### src/rtl/clock_pkg.sv
// Shared codes for the clock setting flow: modes, edit positions, digit limits.
// display_control decodes mode/pos with these same values.
package clock_pkg;

    typedef enum logic [1:0] {
        MODE_NORMAL    = 2'b00,
        MODE_CLOCK_SET = 2'b01,
        MODE_ALARM_SET = 2'b10
    } mode_e;

    localparam logic [2:0] POS_NONE   = 3'd0;
    localparam logic [2:0] POS_HOUR_T = 3'd1;
    localparam logic [2:0] POS_HOUR_O = 3'd2;
    localparam logic [2:0] POS_MIN_T  = 3'd3;
    localparam logic [2:0] POS_MIN_O  = 3'd4;
    localparam logic [2:0] POS_SEC_T  = 3'd5;
    localparam logic [2:0] POS_SEC_O  = 3'd6;

    localparam logic [1:0] HOUR_T_MAX       = 2'd2;
    localparam logic [3:0] HOUR_O_MAX       = 4'd9;
    localparam logic [3:0] HOUR_O_MAX_AT_20 = 4'd3;
    localparam logic [2:0] MS_T_MAX         = 3'd5;
    localparam logic [3:0] MS_O_MAX         = 4'd9;

    // Advance an edit position, wrapping from the last editable digit back to hour tens.
    function automatic logic [2:0] next_pos(input logic [2:0] pos, input logic [2:0] last);
        if (pos == POS_NONE || pos >= last) begin
            return POS_HOUR_T;
        end
        return pos + 3'd1;
    endfunction

endpackage

### src/rtl/set_digit_incr.sv
// Combinational single-digit incrementer for the time/alarm editor.
// Only the digit selected by pos_i changes (plus the hour-ones clamp when the
// hour tens reaches 2). Wraps never carry into a neighbouring digit.
// wide_i=1 allows all six positions; wide_i=0 (alarm) limits editing to pos 1..4.
module set_digit_incr
    import clock_pkg::*;
(
    input  logic [2:0] pos_i,
    input  logic       wide_i,
    input  logic [1:0] hour_tens_i,
    input  logic [3:0] hour_ones_i,
    input  logic [2:0] min_tens_i,
    input  logic [3:0] min_ones_i,
    input  logic [2:0] sec_tens_i,
    input  logic [3:0] sec_ones_i,
    output logic [1:0] hour_tens_o,
    output logic [3:0] hour_ones_o,
    output logic [2:0] min_tens_o,
    output logic [3:0] min_ones_o,
    output logic [2:0] sec_tens_o,
    output logic [3:0] sec_ones_o
);

    logic [3:0] hour_o_limit;

    // Next value of the selected digit; all others pass through unchanged.
    always_comb begin
        hour_tens_o  = hour_tens_i;
        hour_ones_o  = hour_ones_i;
        min_tens_o   = min_tens_i;
        min_ones_o   = min_ones_i;
        sec_tens_o   = sec_tens_i;
        sec_ones_o   = sec_ones_i;
        hour_o_limit = (hour_tens_i == HOUR_T_MAX) ? HOUR_O_MAX_AT_20 : HOUR_O_MAX;

        case (pos_i)
            POS_HOUR_T: begin
                if (hour_tens_i >= HOUR_T_MAX) begin
                    hour_tens_o = 2'd0;
                end else begin
                    hour_tens_o = hour_tens_i + 2'd1;
                end
                // Entering the 20s must not leave an invalid hour such as 29.
                if (hour_tens_o == HOUR_T_MAX && hour_ones_i > HOUR_O_MAX_AT_20) begin
                    hour_ones_o = HOUR_O_MAX_AT_20;
                end
            end
            POS_HOUR_O: begin
                if (hour_ones_i >= hour_o_limit) begin
                    hour_ones_o = 4'd0;
                end else begin
                    hour_ones_o = hour_ones_i + 4'd1;
                end
            end
            POS_MIN_T: begin
                if (min_tens_i >= MS_T_MAX) begin
                    min_tens_o = 3'd0;
                end else begin
                    min_tens_o = min_tens_i + 3'd1;
                end
            end
            POS_MIN_O: begin
                if (min_ones_i >= MS_O_MAX) begin
                    min_ones_o = 4'd0;
                end else begin
                    min_ones_o = min_ones_i + 4'd1;
                end
            end
            POS_SEC_T: begin
                if (wide_i) begin
                    if (sec_tens_i >= MS_T_MAX) begin
                        sec_tens_o = 3'd0;
                    end else begin
                        sec_tens_o = sec_tens_i + 3'd1;
                    end
                end
            end
            POS_SEC_O: begin
                if (wide_i) begin
                    if (sec_ones_i >= MS_O_MAX) begin
                        sec_ones_o = 4'd0;
                    end else begin
                        sec_ones_o = sec_ones_i + 4'd1;
                    end
                end
            end
            default: ;
        endcase
    end

endmodule

### src/rtl/time_set_controller.sv
// User-setting sequencer for the clock: NORMAL -> CLOCK_SET -> ALARM_SET -> NORMAL
// on btn_mode, with btn_next moving the edit position and btn_inc bumping the
// selected digit. Owns the shadow edit time and the alarm registers, pulses
// time_load when leaving CLOCK_SET, and abandons a set mode after TIMEOUT_S idle
// seconds. The mode output is the FSM state itself, so it doubles as the state view.
// Same-cycle priority: btn_mode > btn_next > btn_inc > timeout tick.
module time_set_controller
    import clock_pkg::*;
#(
    parameter int unsigned TIMEOUT_S = 30
) (
    input  logic       clk,
    input  logic       rst_n,
    input  logic       tick_1hz,
    input  logic       btn_mode,
    input  logic       btn_next,
    input  logic       btn_inc,
    input  logic [1:0] cur_hour_tens,
    input  logic [3:0] cur_hour_ones,
    input  logic [2:0] cur_min_tens,
    input  logic [3:0] cur_min_ones,
    input  logic [2:0] cur_sec_tens,
    input  logic [3:0] cur_sec_ones,
    output logic [1:0] mode,
    output logic [2:0] pos,
    output logic [1:0] edit_hour_tens,
    output logic [3:0] edit_hour_ones,
    output logic [2:0] edit_min_tens,
    output logic [3:0] edit_min_ones,
    output logic [2:0] edit_sec_tens,
    output logic [3:0] edit_sec_ones,
    output logic       time_load,
    output logic [1:0] alarm_hour_tens,
    output logic [3:0] alarm_hour_ones,
    output logic [2:0] alarm_min_tens,
    output logic [3:0] alarm_min_ones,
    output logic       alarm_en
);

    localparam logic [7:0] TO_LAST = 8'(TIMEOUT_S - 1);

    mode_e      mode_q;
    logic [2:0] pos_q;
    logic [7:0] to_cnt_q;
    logic       time_load_q;
    logic       alarm_en_q;

    logic [1:0] edit_ht_q;
    logic [3:0] edit_ho_q;
    logic [2:0] edit_mt_q;
    logic [3:0] edit_mo_q;
    logic [2:0] edit_st_q;
    logic [3:0] edit_so_q;

    logic [1:0] alarm_ht_q;
    logic [3:0] alarm_ho_q;
    logic [2:0] alarm_mt_q;
    logic [3:0] alarm_mo_q;

    logic       in_alarm;
    logic [1:0] src_ht;
    logic [3:0] src_ho;
    logic [2:0] src_mt;
    logic [3:0] src_mo;

    logic [1:0] inc_ht_d;
    logic [3:0] inc_ho_d;
    logic [2:0] inc_mt_d;
    logic [3:0] inc_mo_d;
    logic [2:0] inc_st_d;
    logic [3:0] inc_so_d;

    assign in_alarm = (mode_q == MODE_ALARM_SET);

    // One shared incrementer: source is the alarm in ALARM_SET, the edit time otherwise.
    always_comb begin
        src_ht = edit_ht_q;
        src_ho = edit_ho_q;
        src_mt = edit_mt_q;
        src_mo = edit_mo_q;
        if (in_alarm) begin
            src_ht = alarm_ht_q;
            src_ho = alarm_ho_q;
            src_mt = alarm_mt_q;
            src_mo = alarm_mo_q;
        end
    end

    set_digit_incr u_incr (
        .pos_i       (pos_q),
        .wide_i      (~in_alarm),
        .hour_tens_i (src_ht),
        .hour_ones_i (src_ho),
        .min_tens_i  (src_mt),
        .min_ones_i  (src_mo),
        .sec_tens_i  (edit_st_q),
        .sec_ones_i  (edit_so_q),
        .hour_tens_o (inc_ht_d),
        .hour_ones_o (inc_ho_d),
        .min_tens_o  (inc_mt_d),
        .min_ones_o  (inc_mo_d),
        .sec_tens_o  (inc_st_d),
        .sec_ones_o  (inc_so_d)
    );

    // Mode FSM, edit position, timeout counter and the edit/alarm registers.
    always_ff @(posedge clk or negedge rst_n) begin
        if (!rst_n) begin
            mode_q      <= MODE_NORMAL;
            pos_q       <= POS_NONE;
            to_cnt_q    <= 8'd0;
            time_load_q <= 1'b0;
            alarm_en_q  <= 1'b0;
            edit_ht_q   <= 2'd0;
            edit_ho_q   <= 4'd0;
            edit_mt_q   <= 3'd0;
            edit_mo_q   <= 4'd0;
            edit_st_q   <= 3'd0;
            edit_so_q   <= 4'd0;
            alarm_ht_q  <= 2'd0;
            alarm_ho_q  <= 4'd0;
            alarm_mt_q  <= 3'd0;
            alarm_mo_q  <= 4'd0;
        end else begin
            time_load_q <= 1'b0;
            if (btn_mode) begin
                to_cnt_q <= 8'd0;
                case (mode_q)
                    MODE_NORMAL: begin
                        mode_q    <= MODE_CLOCK_SET;
                        pos_q     <= POS_HOUR_T;
                        edit_ht_q <= cur_hour_tens;
                        edit_ho_q <= cur_hour_ones;
                        edit_mt_q <= cur_min_tens;
                        edit_mo_q <= cur_min_ones;
                        edit_st_q <= cur_sec_tens;
                        edit_so_q <= cur_sec_ones;
                    end
                    MODE_CLOCK_SET: begin
                        mode_q      <= MODE_ALARM_SET;
                        pos_q       <= POS_HOUR_T;
                        time_load_q <= 1'b1;
                    end
                    default: begin
                        mode_q <= MODE_NORMAL;
                        pos_q  <= POS_NONE;
                    end
                endcase
            end else if (btn_next) begin
                to_cnt_q <= 8'd0;
                case (mode_q)
                    MODE_CLOCK_SET: pos_q <= next_pos(pos_q, POS_SEC_O);
                    MODE_ALARM_SET: pos_q <= next_pos(pos_q, POS_MIN_O);
                    default: ;
                endcase
            end else if (btn_inc) begin
                to_cnt_q <= 8'd0;
                case (mode_q)
                    MODE_NORMAL: alarm_en_q <= ~alarm_en_q;
                    MODE_CLOCK_SET: begin
                        edit_ht_q <= inc_ht_d;
                        edit_ho_q <= inc_ho_d;
                        edit_mt_q <= inc_mt_d;
                        edit_mo_q <= inc_mo_d;
                        edit_st_q <= inc_st_d;
                        edit_so_q <= inc_so_d;
                    end
                    default: begin
                        alarm_ht_q <= inc_ht_d;
                        alarm_ho_q <= inc_ho_d;
                        alarm_mt_q <= inc_mt_d;
                        alarm_mo_q <= inc_mo_d;
                    end
                endcase
            end else if (tick_1hz && mode_q != MODE_NORMAL) begin
                // Idle expiry discards clock edits (no load); alarm writes already stuck.
                if (to_cnt_q >= TO_LAST) begin
                    mode_q   <= MODE_NORMAL;
                    pos_q    <= POS_NONE;
                    to_cnt_q <= 8'd0;
                end else begin
                    to_cnt_q <= to_cnt_q + 8'd1;
                end
            end
        end
    end

    assign mode            = mode_q;
    assign pos             = pos_q;
    assign time_load       = time_load_q;
    assign alarm_en        = alarm_en_q;
    assign edit_hour_tens  = edit_ht_q;
    assign edit_hour_ones  = edit_ho_q;
    assign edit_min_tens   = edit_mt_q;
    assign edit_min_ones   = edit_mo_q;
    assign edit_sec_tens   = edit_st_q;
    assign edit_sec_ones   = edit_so_q;
    assign alarm_hour_tens = alarm_ht_q;
    assign alarm_hour_ones = alarm_ho_q;
    assign alarm_min_tens  = alarm_mt_q;
    assign alarm_min_ones  = alarm_mo_q;

endmodule

### config.mk
export PLATFORM = sky130hd
export DESIGN_NAME = time_set_controller
export DESIGN_NICKNAME = d
export VERILOG_FILES = /design/src/rtl/clock_pkg.sv /design/src/rtl/set_digit_incr.sv /design/src/rtl/time_set_controller.sv
export SDC_FILE = /design/constraint.sdc
export NUM_CORES = 1
export LEC_CHECK = 0
export CAP_MARGIN = 20
export CORE_MARGIN = 3
export CORE_UTILIZATION = 45
export CTS_CLUSTER_SIZE = 16
export DETAILED_ROUTE_END_ITERATION = 16
export DONT_BUFFER_PORTS = 1
export PLACE_DENSITY_LB_ADDON = 0.3
export SETUP_SLACK_MARGIN = 0.02
export SLEW_MARGIN = 10
export SYNTH_ARGS = -nofsm -noshare
export SYNTH_HDL_FRONTEND = slang
export SYNTH_SLANG_ARGS = --single-unit
### constraint.sdc
create_clock -name clk -period 2.9 [get_ports clk]
set_clock_uncertainty 0.2 [all_clocks]
set_input_delay 0.725 -clock clk [delete_from_list [all_inputs] [get_ports clk]]
set_output_delay 0.725 -clock clk [all_outputs]
set_load 0.05 [all_outputs]
==> results by group <==
Run status
  • Status: finished, final reports clean

Layout
  • Final instance area: 3392 sq um
  • Antenna diodes: 0
  • Area Growth Syn to Fin: 8.832%
  • Layout cells sized above 1: 16.38%
  • Commonest non-fill, non-tap cell in the layout: dfrtp_1
  • Most frequent cells in the layout: dfrtp_1, nand2_1, a21oi_1
  • Nets@finish: 407

Placed design
  • Placed Instance Area: 3293 sq um
  • IO buf count: 0
  • Hpwl dp: 5.541 mm
  • Gpl congestion: 0.8422

Yosys
  • Cells after Synth: 340
  • Yosys top cell by area: dfrtp_1
  • Cell variety after synth: 56
  • Dominant cells by area after synthesis: dfrtp_1, ha_1, a21oi_1, o21ai_0, mux2_2
  • Post-synth top area share: 38.54%
  • Yosys warns: 0
  • Ys flop type: dfrtp_1
  • Register bit total from synthesis: 48
  • Netlist Area Pre-Place: 3117 sq um
  • Async S/R FF share, synth: 100.0%
  • Syn_nets: 391
  • Post-synthesis sequential area ratio: 38.54%
  • Number of enable flip-flop cells after synthesis: 0
  • Avg Inst Size Synth: 9.167 sq um

Critical path
  • Crit. End Element: flip-flop
  • Worst-path maximum fanout: 10
  • Setup CP Type: flip-flop to flip-flop
  • Top cell family by delay on the critical path: adder cells
  • Startpoint types: flip-flop
  • Max incr delay on CP: 0.38 ns
  • Worst Path Buf+Inv: 3
  • Crit-path cells: inv_1, ha_2, buf_12, mux2i_2, inv_1, ha_1, nand2b_1, o21ai_2, and3_1, a21oi_1, o21ai_1
  • Reg-to-reg endpoint: alarm_min_ones[0]
  • R2R depth: 11
  • R2R Setup Slk: 0.35 ns
  • Top cell by count, worst path: inv_1
  • Reg-to-Reg Start: mode[0]
  • Critical path arrival: 2.58 ns
  • WP data required: 2.93 ns
  • CP max-delay cell: dfrtp_1

Clock tree
  • TritonCTS Buffers: 5
  • Clock slew at reported path FFs: 0.08 ns
  • Clk sinks: 48
  • Max clock buf depth: 2
  • CTS H-tree lvls: 2
  • Post-CTS setup buffers: 0
  • Skew-Pair Late Insertion Delay: 0.30 ns
  • CTS tree: yes
  • Root Buffer: clkbuf_8

Timing
  • Final hold vios: 0
  • Post-layout min period: 2.549 ns
  • Relative slew slack: 59.60%
  • Slew Viols, Final: 0
  • Hold Worst Slack: 0.07263 ns
  • Final Cycle Share: 87.88%
  • Setup_tns: 0 ns
  • Max Fclk: 392.4 MHz
  • Setup violators final: 0
  • Unrepaired setup endpoints after global routing: no
  • Worst-Margin Slew: 0.6060 ns

GRT
  • Total GRT Usage: 19.59%
  • First-pass GRT wire length: 12.14 mm
  • GR Overflow Total: 0
  • Antenna violations before repair: 0
  • Vias in the first global route: 2429
  • Pin count of the biggest net entering global routing: 49

Floorplan
  • Starting Density: 47.72%
  • Die area: 7961 sq um
  • Die width: 89.23 um
  • DIE HEIGHT: 89.23 um
  • I/O pin count: 66
  • # rows: 29
  • Core area: 6531 sq um

Drt
  • WL met3: 498 um
  • WL met1: 3.306 mm
  • WL met2: 3.591 mm
  • Top Metal Used: met4
  • # DRC: 0
  • DR pass1 iterations: 4
  • ANT nets after route: 0
  • Via count: 2499
  • Final wirelength: 7.467 mm
  • Initial DRC count: 168
  • Routed vias/inst: 5.798
  • WL per Instance: 17.32 um

Power and ir drop
  • Max IR drop VDD: 624.5 uV
  • LEAKAGE: 1.485 nW
  • Power per standard cell area: 1218 nW/um^2

Flow run
  • Max_cap viols: 0

Worst hold path
  • Worst min-delay path class: input port to asynchronous set/reset pin
[where the power goes]
part | switching [mW] | internal [mW] | leakage [nW]
registers | 0.827 | 0.907 | 0.581
clock network | 0.218 | 0.156 | 0.0359
logic | 1.26 | 0.763 | 0.868
[state kept, by name (all words and copies together), names as in the netlist, 3 cells and up]
| register | flops |
|---|---|
| to_cnt_q | 8 |
| alarm_hour_ones | 4 |
| alarm_min_ones | 4 |
| edit_hour_ones | 4 |
| edit_min_ones | 4 |
| edit_sec_ones | 4 |
| alarm_min_tens | 3 |
| edit_min_tens | 3 |
| edit_sec_tens | 3 |
| pos | 3 |
[through the flow]
step	setup slack, ns	utilization [%]	power (mW)	instances
after floorplan	0.09885	-	3.252	340
after global placement	0.3098	50.42	3.691	425
after detailed placement	0.2183	50.42	3.755	425
after CTS	0.2013	51.90	4.155	431
after global routing	0.1223	51.93	4.451	431
final	0.3513	51.93	4.132	431
[cells by family (layout without fill, tap and decap cells)]
group	after synthesis	count (layout)	synth area share [%]
adders and majority gates	25	25	10.04
AOI/OAI and AO/OA	94	94	18.02
xor gates and xnor gates	5	5	1.405
buffers and inverters	33	47	5.178
muxes	19	19	7.266
DFF	48	48	38.54
and+or+nand+nor	116	116	19.55
[worst max-delay path by stage]
stage,start,endpoint,depth (start not counted)
final,mode[0],alarm_min_ones[0],11
after global routing,mode[0],alarm_min_ones[0],11
after CTS,mode[0],alarm_min_ones[0],11
after detailed placement,mode[0],edit_min_ones[0],11
after global placement,mode[0],edit_min_ones[0],11
after floorplan,mode[0],edit_hour_ones[2],11
[synthesized netlist by cell type (2+ instances only)]
cell type  instances
buf_6              3
buf_2              3
nor2_1            25
nand4_1            3
o21a_1             2
o21ai_1           12
a31o_2             2
mux2i_2            3
nand3_1           10
or2_2              3
a22o_1             3
and3b_1            2
nand2_1           28
a21oi_1           27
inv_1             20
a31oi_1            4
a211oi_1           2
xor2_1             4
mux2i_1            5
nor3b_1            2
dfrtp_1           48
or3_1             13
a32oi_1            3
and3_1             3
clkbuf_1           4
ha_1              25
o211ai_1           2
nand2b_1           3
nor3_1             7
and2_1             3
mux2_2            10
o21ai_2            2
nor2b_1            5
a22oi_1            2
o21ai_0           26
[metal layers]
metal,global-route usage (%),up-vias
li1,-,1233
met1,25.99,1193
met2,32.08,67
met3,4.885,6
met4,5.007,0
met5,0,-
[what timing repair did]
| item | CTS | global route |
|---|---|---|
| setup endpoints to repair | 0 | 3 |
| hold endpoints to repair | 48 | 0 |
| hold buffers | 1 | 0 |
| gates resized for setup | 0 | 1 |
[area by class of cell]
class,instances,area [sq um]
clock buffers,5,68.82
fillers,593,3139
inverters,21,78.83
multi-input cells,259,1757
flip-flops and latches,48,1201
well taps,77,96.34
repair buffers,21,190.2
[worst reg2reg max path, stage by stage (launching register included)]
cell and delay (ns):
dfrtp_1 0.38, inv_1 0.08, ha_2 0.34, buf_12 0.17, mux2i_2 0.31, inv_1 0.13, ha_1 0.19, nand2b_1 0.16
o21ai_2 0.16, and3_1 0.17, a21oi_1 0.05, o21ai_1 0.14
Power figures use the tool's default switching activity.
